$ cat src/rtl/divergence_roll_seq_pkg.sv
// Shared types and constants for the divergence-meter roll sequencer.
package divergence_pkg;

  typedef enum logic [1:0] {
    ST_IDLE,
    ST_ROLL,
    ST_FINISH
  } state_t;

  localparam int          NUM_DIGITS = 8;
  localparam logic [15:0] LFSR_SEED  = 16'hACE1;
  // Taps x^16 + x^14 + x^13 + x^11 -> state bits 15, 13, 12, 10
  localparam logic [15:0] LFSR_TAPS  = 16'hB400;
  localparam logic [7:0]  DP_MASK    = 8'h80;

  // The leftmost digit only ever shows 0 or 1; the others fold 10..15 back into 0..5.
  function automatic logic [3:0] draw_digit(input logic [15:0] lfsr, input logic is_msd);
    logic [3:0] r;
    r = lfsr[3:0];
    if (is_msd) return {3'b000, lfsr[4]};
    return (r < 4'd10) ? r : r - 4'd10;
  endfunction

endpackage

$ cat src/rtl/divergence_roll_seq_if.sv
// Button input and digit-display outputs of the roll sequencer.
interface divergence_roll_seq_if;
  logic        botton;
  logic [31:0] digits_o;
  logic [7:0]  dp_o;
  logic        busy_o;
  logic        done_o;

  modport master (input botton, output digits_o, dp_o, busy_o, done_o);
  modport slave  (output botton, input digits_o, dp_o, busy_o, done_o);
endinterface

$ cat src/rtl/divergence_roll_seq_button_debounce.sv
// Synchronizes a raw push-button, accepts a level after DEB_CNT equal samples,
// and emits a one-cycle pulse on each accepted rising edge.
module button_debounce #(
  parameter int DEB_CNT = 20000
) (
  input  logic clk,
  input  logic rst,
  input  logic i_btn,
  output logic o_press
);

  localparam int CW = (DEB_CNT > 1) ? $clog2(DEB_CNT) : 1;

  logic [1:0]    r_sync;
  logic [CW-1:0] r_cnt;
  logic          r_level;
  logic          r_press;

  // NOTE: sequential state uses non-blocking assignments so every flop samples pre-edge values.
  always_ff @(posedge clk or negedge rst) begin
    if (!rst) begin
      r_sync  <= '0;
      r_cnt   <= '0;
      r_level <= 1'b0;
      r_press <= 1'b0;
    end else begin
      r_sync  <= {r_sync[0], i_btn};
      r_press <= 1'b0;
      if (r_sync[1] == r_level) begin
        r_cnt <= '0;
      end else if (r_cnt == CW'(DEB_CNT - 1)) begin
        r_cnt   <= '0;
        r_level <= r_sync[1];
        r_press <= r_sync[1];
      end else begin
        r_cnt <= r_cnt + 1'b1;
      end
    end
  end

  assign o_press = r_press;

endmodule

$ cat src/rtl/divergence_roll_seq.sv
// Divergence-meter roll: scrambles all digits from an LFSR, then locks them
// left to right, one digit every SETTLE_STEPS updates.
module divergence_roll_seq
  import divergence_pkg::*;
#(
  parameter int DEB_CNT      = 20000,
  parameter int ROLL_TICK    = 2500000,
  parameter int SETTLE_STEPS = 4
) (
  input  logic                  clk,
  input  logic                  rst,
  divergence_roll_seq_if.master bus
);

  localparam int TW = (ROLL_TICK > 1) ? $clog2(ROLL_TICK) : 1;
  localparam int SW = (SETTLE_STEPS > 1) ? $clog2(SETTLE_STEPS) : 1;

  state_t        r_state, w_next_state;
  logic [TW-1:0] r_tick;
  logic [SW-1:0] r_step;
  logic [2:0]    r_lp;
  logic [31:0]   r_digits;
  logic [15:0]   r_lfsr;
  logic          r_busy;
  logic          r_done;
  logic          w_press;
  logic          w_update;
  logic          w_lock;

  button_debounce #(.DEB_CNT(DEB_CNT)) u_debounce (
    .clk    (clk),
    .rst    (rst),
    .i_btn  (bus.botton),
    .o_press(w_press)
  );

  // NOTE: defaults first keep this block free of inferred latches.
  always_comb begin
    w_next_state = r_state;
    w_update     = (r_state == ST_ROLL) && (r_tick == TW'(ROLL_TICK - 1));
    w_lock       = w_update && (r_step == SW'(SETTLE_STEPS - 1));
    case (r_state)
      ST_IDLE:   if (w_press) w_next_state = ST_ROLL;
      ST_ROLL:   if (w_lock && (r_lp == 3'd0)) w_next_state = ST_FINISH;
      ST_FINISH: w_next_state = ST_IDLE;
      default:   w_next_state = ST_IDLE;
    endcase
  end

  // Status flags are decoded from the next state so they change with the state register.
  always_ff @(posedge clk or negedge rst) begin
    if (!rst) begin
      r_state <= ST_IDLE;
      r_busy  <= 1'b0;
      r_done  <= 1'b0;
    end else begin
      r_state <= w_next_state;
      r_busy  <= (w_next_state == ST_ROLL);
      r_done  <= (w_next_state == ST_FINISH);
    end
  end

  always_ff @(posedge clk or negedge rst) begin
    if (!rst) begin
      r_lfsr   <= LFSR_SEED;
      r_tick   <= '0;
      r_step   <= '0;
      r_lp     <= 3'd7;
      r_digits <= '0;
    end else begin
      r_lfsr <= {r_lfsr[14:0], ^(r_lfsr & LFSR_TAPS)};
      if ((r_state == ST_IDLE) && w_press) begin
        r_tick <= '0;
        r_step <= '0;
        r_lp   <= 3'd7;
      end else if (r_state == ST_ROLL) begin
        if (w_update) begin
          r_tick <= '0;
          // Digits at or right of the lock pointer are still scrambling.
          for (int i = 0; i < NUM_DIGITS; i++) begin
            if (3'(i) <= r_lp)
              r_digits[i*4 +: 4] <= draw_digit(r_lfsr, i == NUM_DIGITS - 1);
          end
          if (w_lock) begin
            r_step <= '0;
            r_lp   <= r_lp - 3'd1;
          end else begin
            r_step <= r_step + 1'b1;
          end
        end else begin
          r_tick <= r_tick + 1'b1;
        end
      end
    end
  end

  assign bus.digits_o = r_digits;
  assign bus.dp_o     = DP_MASK;
  assign bus.busy_o   = r_busy;
  assign bus.done_o   = r_done;

endmodule

$ cat src/flat_wrapper.sv
// flat-port wrapper written by rule: the top's interface ports become plain ports
module divergence_roll_seq_flat import divergence_pkg::*;
#(
  parameter int DEB_CNT      = 20000,
  parameter int ROLL_TICK    = 2500000,
  parameter int SETTLE_STEPS = 4
)
  (clk, rst, bus_botton, bus_digits_o, bus_dp_o, bus_busy_o, bus_done_o);
  divergence_roll_seq_if bus_i ();
  input  logic clk;
  input  logic rst;
  input wire logic [$bits(bus_i.botton)-1:0] bus_botton;
  output wire logic [$bits(bus_i.digits_o)-1:0] bus_digits_o;
  output wire logic [$bits(bus_i.dp_o)-1:0] bus_dp_o;
  output wire logic [$bits(bus_i.busy_o)-1:0] bus_busy_o;
  output wire logic [$bits(bus_i.done_o)-1:0] bus_done_o;
  assign bus_i.botton = bus_botton;
  assign bus_digits_o = bus_i.digits_o;
  assign bus_dp_o = bus_i.dp_o;
  assign bus_busy_o = bus_i.busy_o;
  assign bus_done_o = bus_i.done_o;
  divergence_roll_seq #(.DEB_CNT(DEB_CNT), .ROLL_TICK(ROLL_TICK), .SETTLE_STEPS(SETTLE_STEPS)) u_core (.clk(clk), .rst(rst), .bus(bus_i));
endmodule
$ cat config.mk
export PLATFORM = sky130hd
export DESIGN_NAME = divergence_roll_seq_flat
export DESIGN_NICKNAME = d
export VERILOG_FILES = /design/src/rtl/divergence_roll_seq_pkg.sv /design/src/rtl/divergence_roll_seq_if.sv /design/src/rtl/divergence_roll_seq_button_debounce.sv /design/src/rtl/divergence_roll_seq.sv /design/src/flat_wrapper.sv
export SDC_FILE = /design/constraint.sdc
export NUM_CORES = 1
export LEC_CHECK = 0
export CORE_ASPECT_RATIO = 0.8
export CORE_UTILIZATION = 63
export DETAILED_ROUTE_END_ITERATION = 10
export DONT_BUFFER_PORTS = 1
export PLACE_DENSITY_LB_ADDON = 0.25
export SLEW_MARGIN = 30
export SYNTH_ARGS = -nofsm -noshare
export SYNTH_HDL_FRONTEND = slang
export SYNTH_SLANG_ARGS = --single-unit
$ cat constraint.sdc
create_clock -name clk -period 2.36 [get_ports clk]
set_input_delay 0.354 -clock clk [delete_from_list [all_inputs] [get_ports clk]]
set_output_delay 0.354 -clock clk [all_outputs]
set_load 0.01 [all_outputs]
==> results of run 1 <==
==> registers in the layout (all words and copies together) (netlist names) <==
name                       count
u_core.bus.busy_o              1
u_core.bus.digits_o           29
u_core.bus.done_o              1
u_core.r_lfsr                 16
u_core.r_lp                    3
u_core.r_state                 2
u_core.r_step                  2
u_core.r_tick                 22
u_core.u_debounce.o_press      1
u_core.u_debounce.r_cnt       15
u_core.u_debounce.r_level      1
u_core.u_debounce.r_sync       2
==> report_power, final <==
group | switching, mW | internal [mW] | total [mW] | leakage (nW)
clock | 0.555 | 0.443 | 0.998 | 0.0926
combinational | 0.0154 | 0.00598 | 0.0214 | 0.697
sequential | 0.00510 | 1.63 | 1.64 | 1.28
==> cell usage in the layout, fill, tap and decap left out, types with 3 or more instances in the layout <==
cell type	n
and3_1	8
o21ai_0	8
conb_1	11
nand2_1	27
clkbuf_8	11
xor2_1	15
and4_1	5
nor3b_1	3
nor3_1	7
nand3_1	16
nor2b_1	3
mux2_2	27
a31oi_1	4
nor2_1	39
xnor2_1	13
ha_1	7
dfstp_2	11
a211oi_4	3
nand4_1	11
a21oi_1	8
or3_1	3
dfrtp_1	84
inv_1	9
mux2_1	3
==> final timing paths <==
kind / slack [ns] / end / startpoint
min in group clk: 0.35 / u_core.r_lfsr[15] / u_core.r_lfsr[14]
worst min register to register: 0.35 / u_core.r_lfsr[15] / u_core.r_lfsr[14]
worst max-delay path: 0.16 / u_core.bus.digits_o[17] / u_core.r_tick[0]
worst min-delay path: -0.33 / u_core.u_debounce.r_cnt[3] / rst
worst max register to register: 0.16 / u_core.bus.digits_o[17] / u_core.r_tick[0]
max in group asynchronous: 2.48 / u_core.r_lp[1] / rst
==> per-stage QoR <==
stage,area (um^2),instances,worst slack [ns],hold slack [ns]
CTS,4523,460,0.1665,-0.3475
detailed placement,4328,443,0.1803,0.06056
finish,4523,460,0.1551,-0.3254
global route,4523,460,0.03499,-0.3518
floorplan,4328,375,0.4470,0.05841
global placement,4328,443,0.2817,0.06011
==> area by class of cell <==
class	count	area share
repair buffers	3	0.005533
clock inverters	4	0.006639
multi-input cells	253	0.3942
inverters	9	0.007469
well taps	84	0.02324
flip-flops and latches	95	0.5286
clock buffers	12	0.03430
==> cell families after synthesis <==
group | share of synthesized area
AOI/OAI and AO/OA | 0.05682
xor gates and xnor gates | 0.05711
muxes | 0.08100
other | 0.001749
adders and majority gates | 0.02040
and+or+nand+nor | 0.1903
DFF | 0.5568
buffers and inverters | 0.03584
==> metal layers <==
layer | vias to the layer above | share of wire | track usage
met4 | 0 | 0.010 | 0.06838
met3 | 11 | 0.056 | 0.08782
li1 | 1259 | - | -
met2 | 66 | 0.47 | 0.4026
met1 | 1345 | 0.47 | 0.3376
met5 | - | 0 | 0
==> worst max-delay path, cell delays in order (launching register included) <==
cell and delay, ns:
dfrtp_1 0.44, ha_1 0.22, nand4_1 0.13, and4b_4 0.39, nand2_4 0.16, a211oi_4 0.36, mux2_2 0.38
==> out/metrics.yaml, run 1 <==
portBuffers: 0
total_power_mw: 2.658
hold_viol_final: 95
post_cts_resized: 0
status: "finished, violations left"
area_growth_pct: 5.332
insertedDiodeCount: 0
post-dp-hpwl_um: 5342
numCtsBuffers: 9
via_per_inst: 5.828
multi_input_comb_area_mm2: 0.001783
worstSetupPathType: "flop to flop"
synthTopCellsByArea: "dfrtp_1, mux2_2, dfstp_2"
r2r_cells: 6
drt-initial-drc-count: 190
tns_ns: 0
ys_top_cells_by_count: "dfrtp_1, nor2_1, mux2_2, nand2_1, nand3_1"
vias: 2681
synth.distinct_cells: 52
hp-class: "primary input to async pin"
yosys_warnings: 0
min_period_over_period: 0.9343
layout-drive-gt1-share: 0.1888
crit_required_ns: 2.60
dr.pass1.iters: 4
worstSkewPairLatency_ns: 0.36
syn_inst: 366
worstSetupStartpointType: "flop"
whs_ns: -0.3254
drtAntennaViolNets: 0
synth_area_mm2: 0.004294
slew_headroom: 0.5993
fin_crit_ns: 2.205
hold_buffers: 1
core_mm2: 0.006474
cts_tree: "yes"
powerDensity_mw_per_mm2: 587.6
path_max_fanout: 13
io_pins: 45
synth_top_area_frac: 0.4895
synth_area_per_cell_um2: 11.73
fin_nets: 381
avgRoutedWirePerCell_um: 17.17
htree_levels: 3
ys_ff_latch: 95
setup_viol: 0
rsz0062_at_grt: "no"
clock_tree.root_cell: "clkbuf_8"
grt_use_total: 0.2535
crit_arrival_ns: 2.45
maxSlewViolCount: 0
worst_pin_slew_ns: 0.6010
grt_first_pass_wirelength_um: 13460
overflow: 0
vdd_drop_max_mv: 0.4688
ys.flop_type: "dfrtp_1"
cts_sinks: 95
skew_ns: 0.009460
gp_congestion: 0.8222
die_y_um: 75.85
die-width_um: 94.31
synth_edf_count: 0
initial_core_util: 0.6633
ys_seq_area_frac: 0.5568
wl_um: 7896
yosysMostFrequentCell: "dfrtp_1"
dieArea_mm2: 0.007153
cts_setup_buffers: 0
regArea_mm2: 0.002391
path_clk_slew_ns: 0.09
antenna_found_initial: 0
leakagePower_nw: 2.070
post-route-util: 0.6987
rows: 26
grt_pass1_vias: 2760
fillers: 450
maxClockFrequency_ghz: 0.4535
clockBufferDepth: 2
yosysTopAreaCell: "dfrtp_1"
max_cap_viol_count: 0
endpoint_kind: "flop"
drc: 0
violations: "hold timing"
ys_async_sr_fraction: 1.000
grt_start_max_net_pins: 96
(Power assumes the default switching activity.)
==> run 2, diff against run 1 <==
--- a/config.mk
+++ b/config.mk
@@ -13,4 +13,5 @@
 export SLEW_MARGIN = 30
 export SYNTH_ARGS = -nofsm -noshare
 export SYNTH_HDL_FRONTEND = slang
+export SYNTH_HIERARCHICAL = 1
 export SYNTH_SLANG_ARGS = --single-unit
==> run 2 against run 1 <==
  * The flow still finishes with violations (hold timing)
  * Critical path depth unchanged
  * Non-clock buffer count grew 5
  * Utilization increased by 0.57 points
  * Design area grew 1.8%
  * Synthesized area is 2.0% higher
  * Die area increased by 2.0%
  * Power is essentially flat
  * Critical endpoint is now u_core/r_step[0]
  * Largest power group unchanged
  * Highest routed layer unchanged
==> out/metrics.yaml, run 2 <==
status: "finished, violations left"
violations: "hold timing"
leakagePower_nw: 2.122  # +2.5%
synth_top_family_by_area: "simple AND/OR/NAND/NOR gates"
synth_area_mm2: 0.004380  # +2.0%
gp_congestion: 0.8503  # +3.4%
maxSlewViolCount: 0  # unchanged
clockBufferDepth: 2  # unchanged
worstSetupPathType: "flop to flop"
max_cap_viol_count: 0  # unchanged
tns_ns: 0  # unchanged
fin_crit_ns: 2.209  # +0.004479 ns
synth_area_per_cell_um2: 11.94  # +1.7%
grt_pass1_vias: 2679  # -2.9%
io_pins: 45  # unchanged
synth_top_area_frac: 0.4799  # -0.009648
synth_compound_gate_area_share: 0.05456  # -0.002262
r2r_cells: 6  # unchanged
worst_pin_slew_ns: 0.5787  # -0.02232 ns
initial_core_util: 0.6699  # +0.006603
grt_first_pass_wirelength_um: 13170  # -2.1%
hold_viol_final: 95  # unchanged
synthTopCellsByArea: "dfrtp_1, mux2_2, dfstp_2"
ys_seq_area_frac: 0.5458  # -0.01097
die_y_um: 76.58  # +0.97%
cts_sinks: 95  # unchanged
via_per_inst: 5.899  # +1.2%
post-dp-hpwl_um: 5328  # -0.25%
path_max_fanout: 9  # -4
drc: 0  # unchanged
wl_um: 7866  # -0.38%
fin_nets: 386  # +1.3%
grt_start_max_net_pins: 96  # unchanged
ys_ff_latch: 95  # unchanged
area_growth_pct: 5.141
synth.distinct_cells: 56  # +7.7%
syn_inst: 367  # +0.27%
path_delay_family: "simple AND/OR/NAND/NOR gates"
yosys-mux-area-fraction: 0.08655  # +0.005544
drt-initial-drc-count: 180  # -5.3%
whs_ns: -0.3283  # -0.002969 ns
path_buf_inv: 1  # +1
r2r_start: "u_core/r_tick[19]"
yosysTopAreaCell: "dfrtp_1"
overflow: 0  # unchanged
crit_required_ns: 2.66  # +0.06 ns
yosys_warnings: 6  # +6
portBuffers: 0  # unchanged
ys_async_sr_fraction: 1.000  # unchanged
worstSkewPairLatency_ns: 0.37  # about the same
vdd_drop_max_mv: 0.4096  # -13%
hold_buffers: 1  # unchanged
numCtsBuffers: 9  # unchanged
worstSetupStartpointType: "flop"
clock_tree.root_cell: "clkbuf_8"
die-width_um: 95.23  # +0.98%
crit_arrival_ns: 2.51  # +0.06 ns
setup_viol: 0  # unchanged
antenna_found_initial: 0  # unchanged
crit_chain: "or4b_1, nor3_4, nand2_1, buf_4, or3_1, a21oi_1"
synth_adder_area_share: 0.02285  # +0.002454
synthSimpleGateAreaFrac: 0.1854  # -0.004892
synth_edf_count: 0  # unchanged
endpoint_kind: "flop"
total_power_mw: 2.656  # about the same
max_stage_delay_ns: 0.59  # +0.15 ns
layout-drive-gt1-share: 0.2237  # +0.03485
vias: 2737  # +2.1%
cts_tree: "yes"
synth_xor_area_frac: 0.05998  # +0.002873
powerDensity_mw_per_mm2: 576.6  # -1.9%
path_clk_slew_ns: 0.09  # about the same
avgRoutedWirePerCell_um: 16.95  # -1.2%
insertedDiodeCount: 0  # unchanged
cts_setup_buffers: 0  # unchanged
rows: 26  # unchanged
ys.flop_type: "dfrtp_1"
reg2reg_slack_ns: 0.15  # about the same
dieArea_mm2: 0.007292  # +2.0%
drtAntennaViolNets: 0  # unchanged
slew_headroom: 0.6142  # +0.01488
htree_levels: 3  # unchanged
regToRegEndpoint: "u_core/r_step[0]"
final_common_cell: "dfrtp_1"
dr.pass1.iters: 4  # unchanged
grt_use_total: 0.2394  # -0.01408
yosysMostFrequentCell: "dfrtp_1"
crit_path_top_delay_cell: "or4b_1"
hp-class: "primary input to async pin"
min_period_over_period: 0.9362  # +0.001898
rsz0062_at_grt: "no"
largest_reg_flops: 29  # unchanged
skew_ns: 0.01430  # +0.004837 ns
maxClockFrequency_ghz: 0.4526  # -0.20%
core_mm2: 0.006539  # +1.0%
final_cell_mix: "dfrtp_1, nor2_1, mux2_2, nand3_1, nand2_1"
ys_top_cells_by_count: "dfrtp_1, nor2_1, mux2_2"
## run 2: where the power goes
group	switching [mW]	total (mW)	internal [mW]
clock	0.596	0.996	0.400
combinational	0.0153	0.0212	0.00588
sequential	0.00499	1.64	1.63
## run 2: final cells by class
class | instances | area (um^2)
flip-flops and latches | 95 | 2391
fillers | 454 | 1933
multi-input cells | 253 | 1839
clock buffers | 10 | 127.6
well taps | 84 | 105.1
repair buffers | 8 | 62.56
clock inverters | 6 | 50.05
inverters | 8 | 30.03
## run 2: timing repair
| item | 4_1_cts | 5_1_grt |
|---|---|---|
| gates resized for setup | 0 | 2 |
| setup endpoints to repair | 0 | 5 |
| hold endpoints to repair | 96 | 95 |
## run 2: layer usage
layer / up-vias / routed length (um) / GRT usage
met1: 1355 / 3709 / 0.3555
li1: 1293 / - / -
met5: - / 0 / 0
met3: 11 / 481 / 0.08084
met4: 0 / 97 / 0.06515
met2: 78 / 3577 / 0.3357
## run 2: per-stage QoR
| step | hold slack, ns | cell area (um^2) | instances | util | setup WS (ns) |
|---|---|---|---|---|---|
| floorplan | 0.05841 | 4414 | 376 | - | 0.2794 |
| global placement | 0.06186 | 4413 | 447 | 0.6749 | 0.1750 |
| detailed placement | 0.06176 | 4413 | 447 | 0.6749 | 0.09326 |
| CTS | -0.3455 | 4601 | 464 | 0.7036 | 0.08355 |
| global route | -0.3545 | 4606 | 464 | 0.7044 | 0.002676 |
| finish | -0.3283 | 4606 | 464 | 0.7044 | 0.1506 |
## run 2: logic make-up after synthesis
| kind of cell | after synthesis |
|---|---|
| adders and majority gates | 8 |
| other | 2 |
| xor gates and xnor gates | 30 |
| muxes | 32 |
| buffers and inverters | 28 |
| AOI/OAI and AO/OA | 31 |
| and+or+nand+nor | 141 |
| DFF | 95 |
## run 2: worst max path at each step
stage,from,end,slack (ns),depth (start not counted)
2_1_floorplan,u_core/r_tick[5],u_core/bus.digits_o[10],0.28,6
3_3_place_gp,u_core/r_tick[19],u_core/bus.digits_o[15],0.18,5
3_5_place_dp,u_core/r_tick[19],u_core/bus.digits_o[7],0.09,5
4_1_cts,u_core/r_tick[19],u_core/bus.digits_o[7],0.08,5
5_1_grt,u_core/r_tick[0],u_core/r_tick[13],0.003,8
6_report,u_core/r_tick[19],u_core/r_step[0],0.15,6
